<file path="src/rtl/stream_sum4.sv">
// Four-word stream reducer: reads four words from an input channel, writes their sum once, then holds valid.
// Optional saturating accumulate is selected with `define STREAM_SUM4_SAT_EN.
module stream_sum4 (
   input  logic        clk,
   input  logic        rst,
   input  logic [31:0] in_out_data,
   input  logic        in_read_ready,
   input  logic        in_write_ready,
   output logic        in_read_valid,
   output logic [31:0] in_in_data,
   output logic        in_write_valid,
   output logic        in_rst,
   input  logic [31:0] out_out_data,
   input  logic        out_read_ready,
   input  logic        out_write_ready,
   output logic [31:0] out_in_data,
   output logic        out_write_valid,
   output logic        out_read_valid,
   output logic        out_rst,
   output logic        valid
);

   typedef enum logic [3:0] {
      S_INIT     = 4'd0,
      S_ENTER    = 4'd1,
      S_WAIT_IN  = 4'd2,
      S_READ     = 4'd3,
      S_ACCUM    = 4'd4,
      S_TEST     = 4'd5,
      S_WAIT_OUT = 4'd6,
      S_WRITE    = 4'd7,
      S_DONE     = 4'd8
   } state_t;

   state_t      state_r, state_next_s;
   logic [31:0] acc_r, acc_snap_r, i_r;
   logic        last_r, first_r;
   logic [31:0] idx_next_s;
   logic        unused_s;

`ifdef STREAM_SUM4_SAT_EN
   function automatic logic [31:0] add_word(input logic [31:0] a, input logic [31:0] b);
      logic [32:0] s;
      s = {1'b0, a} + {1'b0, b};
      if (s[32]) begin
         add_word = 32'hFFFF_FFFF;
      end else begin
         add_word = s[31:0];
      end
   endfunction
`else
   function automatic logic [31:0] add_word(input logic [31:0] a, input logic [31:0] b);
      add_word = a + b;
   endfunction
`endif

   // The first pass through WAIT_IN ignores whatever i_r holds and counts from zero.
   assign idx_next_s = (first_r ? 32'd0 : i_r) + 32'd1;

   assign in_in_data     = 32'd0;
   assign in_write_valid = 1'b0;
   assign in_rst         = 1'b0;
   assign out_read_valid = 1'b0;
   assign out_rst        = 1'b0;
   assign unused_s       = ^{in_write_ready, out_out_data, out_read_ready};

   // State and datapath registers.
   always_ff @(posedge clk) begin
      if (rst) begin
         state_r    <= S_INIT;
         acc_r      <= 32'd0;
         acc_snap_r <= 32'd0;
         i_r        <= 32'd0;
         last_r     <= 1'b0;
         first_r    <= 1'b0;
      end else begin
         state_r <= state_next_s;
         case (state_r)
            S_INIT:  acc_r   <= 32'd0;
            S_ENTER: first_r <= 1'b1;
            S_WAIT_IN: begin
               if (in_read_ready) begin
                  acc_snap_r <= acc_r;
                  i_r        <= idx_next_s;
                  last_r     <= (idx_next_s == 32'd4);
               end
            end
            // Data arrives one cycle after the READ strobe.
            S_ACCUM: acc_r   <= add_word(acc_snap_r, in_out_data);
            S_TEST:  first_r <= 1'b0;
            default: ;
         endcase
      end
   end

   // Next-state decode.
   always_comb begin
      state_next_s = state_r;
      case (state_r)
         S_INIT:  state_next_s = S_ENTER;
         S_ENTER: state_next_s = S_WAIT_IN;
         S_WAIT_IN: begin
            if (in_read_ready) begin
               state_next_s = S_READ;
            end else begin
               state_next_s = S_WAIT_IN;
            end
         end
         S_READ:  state_next_s = S_ACCUM;
         S_ACCUM: state_next_s = S_TEST;
         S_TEST: begin
            if (last_r) begin
               state_next_s = S_WAIT_OUT;
            end else begin
               state_next_s = S_WAIT_IN;
            end
         end
         S_WAIT_OUT: begin
            if (out_write_ready) begin
               state_next_s = S_WRITE;
            end else begin
               state_next_s = S_WAIT_OUT;
            end
         end
         S_WRITE: state_next_s = S_DONE;
         S_DONE:  state_next_s = S_DONE;
         default: state_next_s = S_INIT;
      endcase
   end

   // Output decode of the current state.
   always_comb begin
      in_read_valid   = 1'b0;
      out_write_valid = 1'b0;
      out_in_data     = 32'd0;
      valid           = 1'b0;
      case (state_r)
         S_READ:  in_read_valid = 1'b1;
         S_WRITE: begin
            out_write_valid = 1'b1;
            out_in_data     = acc_r;
         end
         S_DONE:  valid = 1'b1;
         default: ;
      endcase
   end

endmodule

</file>
<file path="config.mk">
export PLATFORM = sky130hd
export DESIGN_NAME = stream_sum4
export DESIGN_NICKNAME = d
export VERILOG_FILES = /design/src/rtl/stream_sum4.sv
export SDC_FILE = /design/constraint.sdc
export NUM_CORES = 1
export LEC_CHECK = 0
export ABC_CLOCK_PERIOD_IN_PS = 3660
export BUFFER_PORTS_ARGS = -buffer_cell sky130_fd_sc_hd__buf_2
export CAP_MARGIN = 20
export CORE_MARGIN = 2
export CORE_UTILIZATION = 35
export CTS_CLUSTER_DIAMETER = 200
export DETAILED_ROUTE_END_ITERATION = 8
export GPL_ROUTABILITY_DRIVEN = 1
export SYNTH_ARGS = -nofsm -noshare
export SYNTH_HDL_FRONTEND = slang
export SYNTH_SLANG_ARGS = --single-unit
</file>
<file path="constraint.sdc">
create_clock -name clk -period 3.66 [get_ports clk]
set_clock_uncertainty 0.2 [all_clocks]
set_input_delay 0.732 -clock clk [delete_from_list [all_inputs] [get_ports clk]]
set_output_delay 0.732 -clock clk [all_outputs]
set_load 0.005 [all_outputs]
</file>
==> results.json, run 1 <==
{
  "io_buffers": 70,
  "drv_slew": 0,
  "max-cap-violations": 0,
  "cp-start-kind": "input pin",
  "layout.nets": 1078,
  "synth_area_um2": 6930,
  "timing.final.crit_share_pct": 86.6,
  "ys.flop_type": "dfxtp_1",
  "synth.top_cell.area_share_pct": 29.5,
  "period_minus_slack_ns": 3.17,
  "postRouteAntennaNets": 0,
  "antenna_found_initial": 0,
  "n_antenna_cell": 0,
  "startpoint": "in_out_data[0]",
  "reg2reg_depth": 9,
  "cts_max_level": 3,
  "core_area_um2": 19500,
  "cts_sinks": 102,
  "end_kind": "flop",
  "cts-buffers-inserted": 9,
  "powerDensity_nw_per_um2": 323,
  "postCtsResizedCells": 0,
  "cp_top_family": "compound AO/OA/AOI/OAI gates",
  "clk_pin_slew_ns": 0.07,
  "io_pins": 141,
  "cts_tree": "yes",
  "vias": 6426,
  "grt-ovfl-total": 0,
  "root_buffer": "clkbuf_16",
  "drtPass1Iterations": 4,
  "crit_slowest_cell": "fa_1",
  "finalWeightedCongestion": 0.860,
  "crit_chain": "buf_2, ha_1, inv_1, fa_1, nor2b_1, o21ai_0, o21ai_0, a31oi_1, a31oi_1, a21oi_1, o2111ai_1, o211ai_1",
  "hold_viol_final": 0,
  "worst_pin_slew_ns": 0.796,
  "cp_max_fo": 4,
  "endpoint": "acc_r[22]",
  "rows": 51,
  "reg2reg_to": "last_r",
  "cts_hold_buffers": 0,
  "drive_gt1_share_pct": 13.0,
  "insertion_delay_ns": 0.36,
  "die-width_um": 145,
  "r2r_start": "i_r[0]",
  "leakage_nw": 3.10,
  "ys_seq_area_share_pct": 29.5,
  "die_area_um2": 20900,
  "wl_met1_mm": 8.70,
  "synth_area_per_cell_um2": 7.39,
  "required_ns": 3.70,
  "ys_ff_latch": 102,
  "worstPathArrival_ns": 3.21,
  "power_mw": 2.48,
  "worstSetupPathType": "in -> reg",
  "hold_class": "reg -> reg",
  "clockBufferDepth": 2,
  "cp_num_cells": 12,
  "synth_edf_count": 0,
  "max_clock_freq_mhz": 315,
  "drt_iter0_markers": 448,
  "yosysMostFrequentCell": "nand2_1",
  "reg2reg_slack_ns": 0.59,
  "wl_met3_um": 624,
  "status": "completed",
  "wl_mm": 17.5,
  "grt_max_degree": 42,
  "drc_errors": 0,
  "top_layer_used": "met4",
  "ir_drop_mv": 0.223,
  "grt_first_pass_wirelength_mm": 28.5,
  "synthTopCellsByArea": "dfxtp_1 (29%), nand2_1 (7.6%), a21oi_1 (6.0%), ha_1 (5.8%), o21ai_0 (5.3%)",
  "relSlewSlack_pct": 46.9,
  "grt_usage_pct": 17.1,
  "routedWlPerCell_um": 14.0,
  "synthDistinctLibCells": 73,
  "initial_core_util_pct": 35.6,
  "rsz0062_at_grt": "no",
  "crit_buf_inv": 2,
  "grt_pass1_vias": 5706,
  "hpwl_mm": 12.2,
  "ys_async_sr_fraction_pct": 0,
  "cts_setup_buffers": 0,
  "setup-tns-final_ns": 0,
  "yosysWarningCount": 0,
  "synth_common_cells": "nand2_1 (140), dfxtp_1 (102), a21oi_1 (83)",
  "synthToLayoutAreaGrowth_pct": 11.0,
  "die_h_um": 145,
  "synth_largest_area_cell": "dfxtp_1",
  "synthCells": 938,
  "setup-violations-final": 0,
  "wl_met2_mm": 7.90,
  "via_per_inst": 5.16,
  "whs_path_depth": 2,
  "max_stage_delay_ns": 0.41
}
==> placed cells by master (no fill, tap or decap), types with 9 or more instances in the layout <==
cell	synthesis	routed
nand2_1	140	139
dfxtp_1	102	101
a21oi_1	83	83
nor2_1	77	76
o21ai_0	73	73
buf_2	4	70
and2_1	38	37
conb_1	1	36
ha_1	32	32
a22oi_1	26	26
inv_1	24	24
nor3_1	25	24
a21o_1	20	20
nand3_1	20	20
xnor2_1	19	19
xor2_1	17	17
buf_4	36	15
a31oi_1	13	13
a211oi_1	10	10
or3_1	10	10
nor2b_1	10	10
clkbuf_16	0	9
==> logic make-up (layout without fill, tap and decap cells) <==
| kind of cell | Yosys count | after routing | share of synthesized area [%] |
|---|---|---|---|
| other cells | 1 | 36 | 0.0541 |
| flops | 102 | 102 | 29.5 |
| simple gates | 373 | 373 | 26.4 |
| compound gates | 271 | 271 | 24.3 |
| mux | 4 | 4 | 0.578 |
| fa+ha+maj | 33 | 33 | 6.07 |
| buf+inv | 118 | 125 | 8.58 |
| xor+xnor | 36 | 36 | 4.55 |
==> tightest hold or removal path, stage by stage, from the launching register on <==
cell and delay [ns]:
dfxtp_1 0.31, nand2_1 0.05, a21oi_1 0.05
==> layout make-up <==
| type | count | area [um2] |
|---|---|---|
| Timing Repair Buffer | 85 | 463 |
| Tap cell | 265 | 332 |
| Clock buffer | 11 | 243 |
| Inverter | 24 | 90.1 |
| Sequential cell | 102 | 2040 |
| Fill cell | 2039 | 11800 |
| Multi-Input combinational cell | 753 | 4440 |
| Clock inverter | 5 | 81.3 |
==> per-stage QoR <==
stage	worst slack (ns)	std cells	hold WS, ns	cell area (um2)	utilization [%]
3_5_place_dp	0.113	1229	0.252	7370	37.9
5_1_grt	0.138	1245	0.274	7690	39.5
2_1_floorplan	0.346	973	0.238	7060	-
6_report	0.490	1245	0.260	7690	39.5
3_3_place_gp	0.148	1229	0.247	7370	37.9
4_1_cts	0.484	1245	0.261	7690	39.5
==> state kept, by name, summed over array words and instances, names as in the netlist <==
signal / cells
acc_snap_r: 32
i_r: 32
first_r: 1
last_r: 1
acc_r: 32
state_r: 4
==> per-layer routing <==
layer	up-vias	GRT usage, %
met5	-	0
met4	0	4.29
met3	17	2.76
met2	129	27.3
met1	2978	24.0
li1	3302	-
==> report_power, final <==
group,leakage (nW),total [mW],internal (mW),switching (mW)
sequential,0.823,1.14,1.12,0.0180
clock,0.156,1.07,0.620,0.449
combinational,2.12,0.272,0.0838,0.188
==> worst min-delay path by stage <==
stage                         startpoint             end  slack [ns]
after floorplan                acc_r[12]       acc_r[12]        0.24
after global placement     acc_snap_r[9]   acc_snap_r[9]        0.25
after detailed placement  acc_snap_r[20]  acc_snap_r[20]        0.25
after CTS                 acc_snap_r[20]  acc_snap_r[20]        0.26
after global routing           acc_r[21]  acc_snap_r[21]        0.27
final                      acc_snap_r[9]   acc_snap_r[9]        0.26
Note: power is estimated with default switching activity, not from simulation.
==> run 2: changes to the inputs <==
Settings changed: MAX_ROUTING_LAYER set to met4.
==> results.json, run 2 (same netlist as run 1, synthesis figures left out) <==
{
  "rows": 51,
  "drive_gt1_share_pct": 13.0,
  "top_regs": "acc_r: 32 flops, acc_snap_r: 32 flops, i_r: 32 flops",
  "grt_pass1_vias": 5714,
  "io_buffers": 70,
  "core_area_um2": 19500,
  "cp_max_fo": 4,
  "initial_core_util_pct": 35.6,
  "setup-tns-final_ns": 0,
  "cts_tree": "yes",
  "worst_pin_slew_ns": 0.792,
  "final_cell_mix": "nand2_1 (139), dfxtp_1 (101), a21oi_1 (83), nor2_1 (76), o21ai_0 (73)",
  "drtPass1Iterations": 4,
  "timing.final.crit_share_pct": 86.7,
  "finish.instance_area_um2": 7690,
  "leakage_nw": 3.10,
  "wl_mm": 17.5,
  "period_minus_slack_ns": 3.17,
  "via_per_inst": 5.15,
  "p_int_mw": 1.83,
  "sequentialPowerShare_pct": 46.0,
  "worstPathArrival_ns": 3.21,
  "wl_met2_mm": 7.88,
  "wl_met3_um": 635,
  "cts_setup_buffers": 0,
  "layout_commonest_cell": "nand2_1",
  "max-cap-violations": 0,
  "synthToLayoutAreaGrowth_pct": 11.0,
  "required_ns": 3.70,
  "clkPwrFrac_pct": 43.0,
  "finalWeightedCongestion": 0.874,
  "antenna_found_initial": 0,
  "clockBufferDepth": 2,
  "drv_slew": 0,
  "clk_pin_slew_ns": 0.07,
  "postCtsResizedCells": 0,
  "cts_max_level": 3,
  "cts_sinks": 102,
  "place_area_um2": 7370,
  "die-width_um": 145,
  "grt_first_pass_wirelength_mm": 28.5,
  "drc_errors": 0,
  "grt_usage_pct": 17.6,
  "powerDensity_nw_per_um2": 322,
  "grt_max_degree": 42,
  "postRouteAntennaNets": 0,
  "hold_class": "reg -> reg",
  "die_area_um2": 20900,
  "hold_viol_final": 0,
  "setup-violations-final": 0,
  "n_antenna_cell": 0,
  "hpwl_mm": 12.2,
  "die_h_um": 145,
  "rsz0062_at_grt": "no",
  "status": "completed",
  "switching_power_uw": 654,
  "drt_iter0_markers": 433,
  "io_pins": 141,
  "fillers": 2039,
  "vias": 6408,
  "top_layer_used": "met4",
  "end_kind": "flop",
  "cp-start-kind": "input pin",
  "relSlewSlack_pct": 47.2,
  "root_buffer": "clkbuf_16",
  "layout.nets": 1078,
  "wl_met1_mm": 8.71,
  "sw_frac_of_total_pct": 26.3,
  "insertion_delay_ns": 0.36,
  "cts-buffers-inserted": 9,
  "ir_drop_mv": 0.221,
  "routedWlPerCell_um": 14.0,
  "cts_hold_buffers": 0,
  "max_clock_freq_mhz": 315,
  "worstSetupPathType": "in -> reg",
  "grt-ovfl-total": 0,
  "combinationalPowerShare_pct": 11.0
}
## run 2: layout make-up
cell class              instances  area, um2  area share [%]
multi-input cells             753       4440            57.7
flip-flops and latches        102       2040            26.6
repair buffers                 85        463            6.02
well taps                     265        332            4.31
clock buffers                  11        243            3.16
inverters                      24       90.1            1.17
clock inverters                 5       81.3            1.06
## run 2: power by group through the flow
stage / Combinational (mW) / Sequential, mW / Clock (mW)
final: 0.272 / 1.14 / 1.07
after CTS: 0.274 / 1.14 / 1.09
after global placement: 0.271 / 1.17 / 0
after detailed placement: 0.272 / 1.17 / 0
after floorplan: 0.225 / 1.15 / 0
after global routing: 0.308 / 1.14 / 1.13
## run 2: path summary, 6_finish.rpt
check	start	endpoint	slack [ns]	cells past startpoint
setup / recovery	in_out_data[0]	acc_r[22]	0.49	12
setup reg to reg	i_r[0]	last_r	0.59	9
hold reg to reg	acc_snap_r[9]	acc_snap_r[9]	0.26	2
hold / removal	acc_snap_r[9]	acc_snap_r[9]	0.26	2
## run 2: metrics by stage
step	std cells	worst slack [ns]	util (%)	hold slack [ns]	total power, mW
final	1245	0.488	39.5	0.259	2.48
after global placement	1229	0.148	37.9	0.247	1.44
after CTS	1245	0.484	39.5	0.261	2.50
after floorplan	973	0.346	-	0.238	1.38
after global routing	1245	0.138	39.5	0.274	2.58
after detailed placement	1229	0.113	37.9	0.252	1.44
## run 2: routing by layer
metal / global-route usage (%) / vias up
met3: 2.76 / 18
met5: - / -
met2: 27.3 / 125
li1: - / 3303
met4: 4.29 / 0
met1: 24.0 / 2962
## run 2: worst max-delay path, stage by stage
cell and delay [ns]:
buf_2 0.08, ha_1 0.19, inv_1 0.06, fa_1 0.41
nor2b_1 0.12, o21ai_0 0.10, o21ai_0 0.32, a31oi_1 0.20
a31oi_1 0.40, a21oi_1 0.24, o2111ai_1 0.24, o211ai_1 0.11
==> run 3: changes to the inputs <==
Settings changed: ABC_AREA set to 1.
==> results.json, run 3 <==
{
  "status": "completed",
  "rows": 52,
  "initial_core_util_pct": 35.8,
  "end_kind": "output port",
  "setup-tns-final_ns": 0,
  "max-cap-violations": 0,
  "fin_cells": 1513,
  "clockBufferDepth": 2,
  "n_antenna_cell": 0,
  "power_mw": 2.93,
  "worstPathArrival_ns": 1.86,
  "place_area_um2": 7720,
  "synthTopCellsByArea": "dfxtp_1 (28%), nand2_1 (13%), nor2_1 (9.8%), a21oi_1 (8.8%), inv_1 (7.4%)",
  "crit_slowest_cell": "dfxtp_1",
  "ys_async_sr_fraction_pct": 0,
  "wl_mm": 20.5,
  "min_from": "acc_r[2]",
  "finish.instance_area_um2": 8060,
  "ys_seq_area_share_pct": 28.1,
  "finalWeightedCongestion": 0.899,
  "leakage_nw": 3.62,
  "grt.busiest_layer": "met2",
  "sw_frac_of_total_pct": 31.3,
  "antenna_found_initial": 0,
  "core_area_um2": 20300,
  "cts_tree": "yes",
  "grt_usage_pct": 19.3,
  "die_area_um2": 21900,
  "cts_hold_buffers": 0,
  "required_ns": 2.73,
  "cts_max_level": 3,
  "period_minus_slack_ns": 2.79,
  "synth_area_per_cell_um2": 6.12,
  "regArea_um2": 2040,
  "layout_commonest_cell": "nand2_1",
  "drc_errors": 0,
  "yosysMostFrequentCell": "nand2_1",
  "powerDensity_nw_per_um2": 363,
  "insertion_delay_ns": 0.36,
  "drive_gt1_share_pct": 9.17,
  "ir_drop_mv": 0.250,
  "crit_buf_inv": 5,
  "synthDistinctLibCells": 39,
  "ys_ff_latch": 102,
  "relSlewSlack_pct": 54.3,
  "hpwl_mm": 15.5,
  "multi_input_area_um2": 4350,
  "grt-ovfl-total": 0,
  "drv_slew": 0,
  "cts-buffers-inserted": 9,
  "synth_edf_count": 0,
  "p_int_mw": 2.01,
  "routedWlPerCell_um": 13.5,
  "switching_power_uw": 916,
  "grtUsageMet3_pct": 2.69,
  "setup-violations-final": 0,
  "fillers": 2248,
  "root_buffer": "clkbuf_16",
  "io_pins": 141,
  "die-width_um": 148,
  "yosysWarningCount": 0,
  "synthToLayoutAreaGrowth_pct": 11.0,
  "crit_chain": "inv_1, nor2_1, inv_1, nor2_1, inv_1, buf_4, nor2_1, buf_2",
  "ys.flop_type": "dfxtp_1",
  "sequentialPowerShare_pct": 41.9,
  "r2r_start": "first_r",
  "postCtsResizedCells": 0,
  "layout.nets": 1342,
  "combinationalPowerShare_pct": 21.3,
  "cp_max_fo": 32,
  "grt_first_pass_wirelength_mm": 33.1,
  "clk_pin_slew_ns": 0.07,
  "grtUsageMet1_pct": 24.2,
  "io_buffers": 70,
  "cp_top_family": "buffers and inverters",
  "utilization_pct": 39.7,
  "via_per_inst": 4.85,
  "worst_pin_slew_ns": 0.686,
  "hold_viol_final": 0,
  "reg2reg_slack_ns": 0.93,
  "hold_class": "reg -> reg",
  "worstSetupPathType": "reg -> out",
  "startpoint": "state_r[2]",
  "cts_setup_buffers": 0,
  "clkPwrFrac_pct": 36.7,
  "grt_use_met2_pct": 32.1,
  "timing.final.crit_share_pct": 76.3,
  "max_stage_delay_ns": 0.42,
  "rsz0062_at_grt": "no",
  "postRouteAntennaNets": 0,
  "cp-start-kind": "flop",
  "die_h_um": 148,
  "final_cell_mix": "nand2_1 (249), nor2_1 (189), inv_1 (143), a21oi_1 (127), dfxtp_1 (102)",
  "synth_common_cells": "nand2_1 (249), nor2_1 (189), inv_1 (143)",
  "dp_cells": 1497,
  "grt_pass1_vias": 6767,
  "synth_largest_area_cell": "dfxtp_1",
  "cts_sinks": 102,
  "max_clock_freq_mhz": 358,
  "synthCells": 1187,
  "drt_iter0_markers": 459,
  "top_regs": "acc_r: 32 flops, acc_snap_r: 32 flops, i_r: 32 flops",
  "synth.top_cell.area_share_pct": 28.1,
  "drtPass1Iterations": 5,
  "synth_area_um2": 7260,
  "vias": 7340,
  "grt_max_degree": 53
}
## run 3: changes by cell type after synthesis, moves of 15 or more
cell and change:
xnor2_1 -16, a22oi_1 -26, inv_1 +119, and2_1 -38, o21ai_0 +24, a21o_1 -18, nand3_1 +58, nand2_1 +109
a21oi_1 +44, nor2_1 +112, clkbuf_1 -15
## run 3: cell families (layout without fill, tap and decap cells)
group	after synthesis	after routing	share of synthesized area, %
other	1	36	0.0516
AND/OR/NAND/NOR	568	568	32.9
adder cells (fa/ha/maj)	33	33	5.79
XOR/XNOR	7	7	0.844
buffers and inverters	221	242	13.7
AO/OA/AOI/OAI	255	255	18.6
flip-flops	102	102	28.1
## run 3: area by class of cell
class | instances | area share (%)
multi-input cells | 899 | 54.0
clock inverters | 3 | 0.838
flip-flops and latches | 102 | 25.3
well taps | 270 | 4.19
inverters | 146 | 6.86
clock buffers | 12 | 3.18
repair buffers | 81 | 5.62
## run 3: layer usage
layer	vias to the layer above	wire length, um
met4	0	382
met2	167	9650
met5	-	0
met1	3270	9680
met3	28	760
li1	3875	-
## run 3: path summary, 6_finish.rpt
path	cells after the start	end
worst max-delay path	8	out_in_data[0]
worst min-delay path	2	acc_r[2]
worst max register to register	12	last_r
worst min register to register	2	acc_r[2]
## run 3: tightest hold or removal path: stages (launching register included)
cell and delay, ns:
dfxtp_1 0.31, nand2_1 0.06, a21oi_1 0.05
## run 3: power by group through the flow
stage	registers [mW]	clock network [mW]	logic [mW]
6_report	1.23	1.08	0.625
5_1_grt	1.24	1.14	0.710
4_1_cts	1.23	1.11	0.617
3_5_place_dp	1.25	0	0.613
3_3_place_gp	1.25	0	0.608
2_1_floorplan	1.24	0	0.495
## run 3: through the flow
stage | hold WS (ns) | setup WS [ns]
detailed placement | 0.255 | 0.529
global placement | 0.249 | 0.540
finish | 0.264 | 0.866
global route | 0.280 | 0.672
floorplan | 0.241 | 1.06
CTS | 0.266 | 0.821
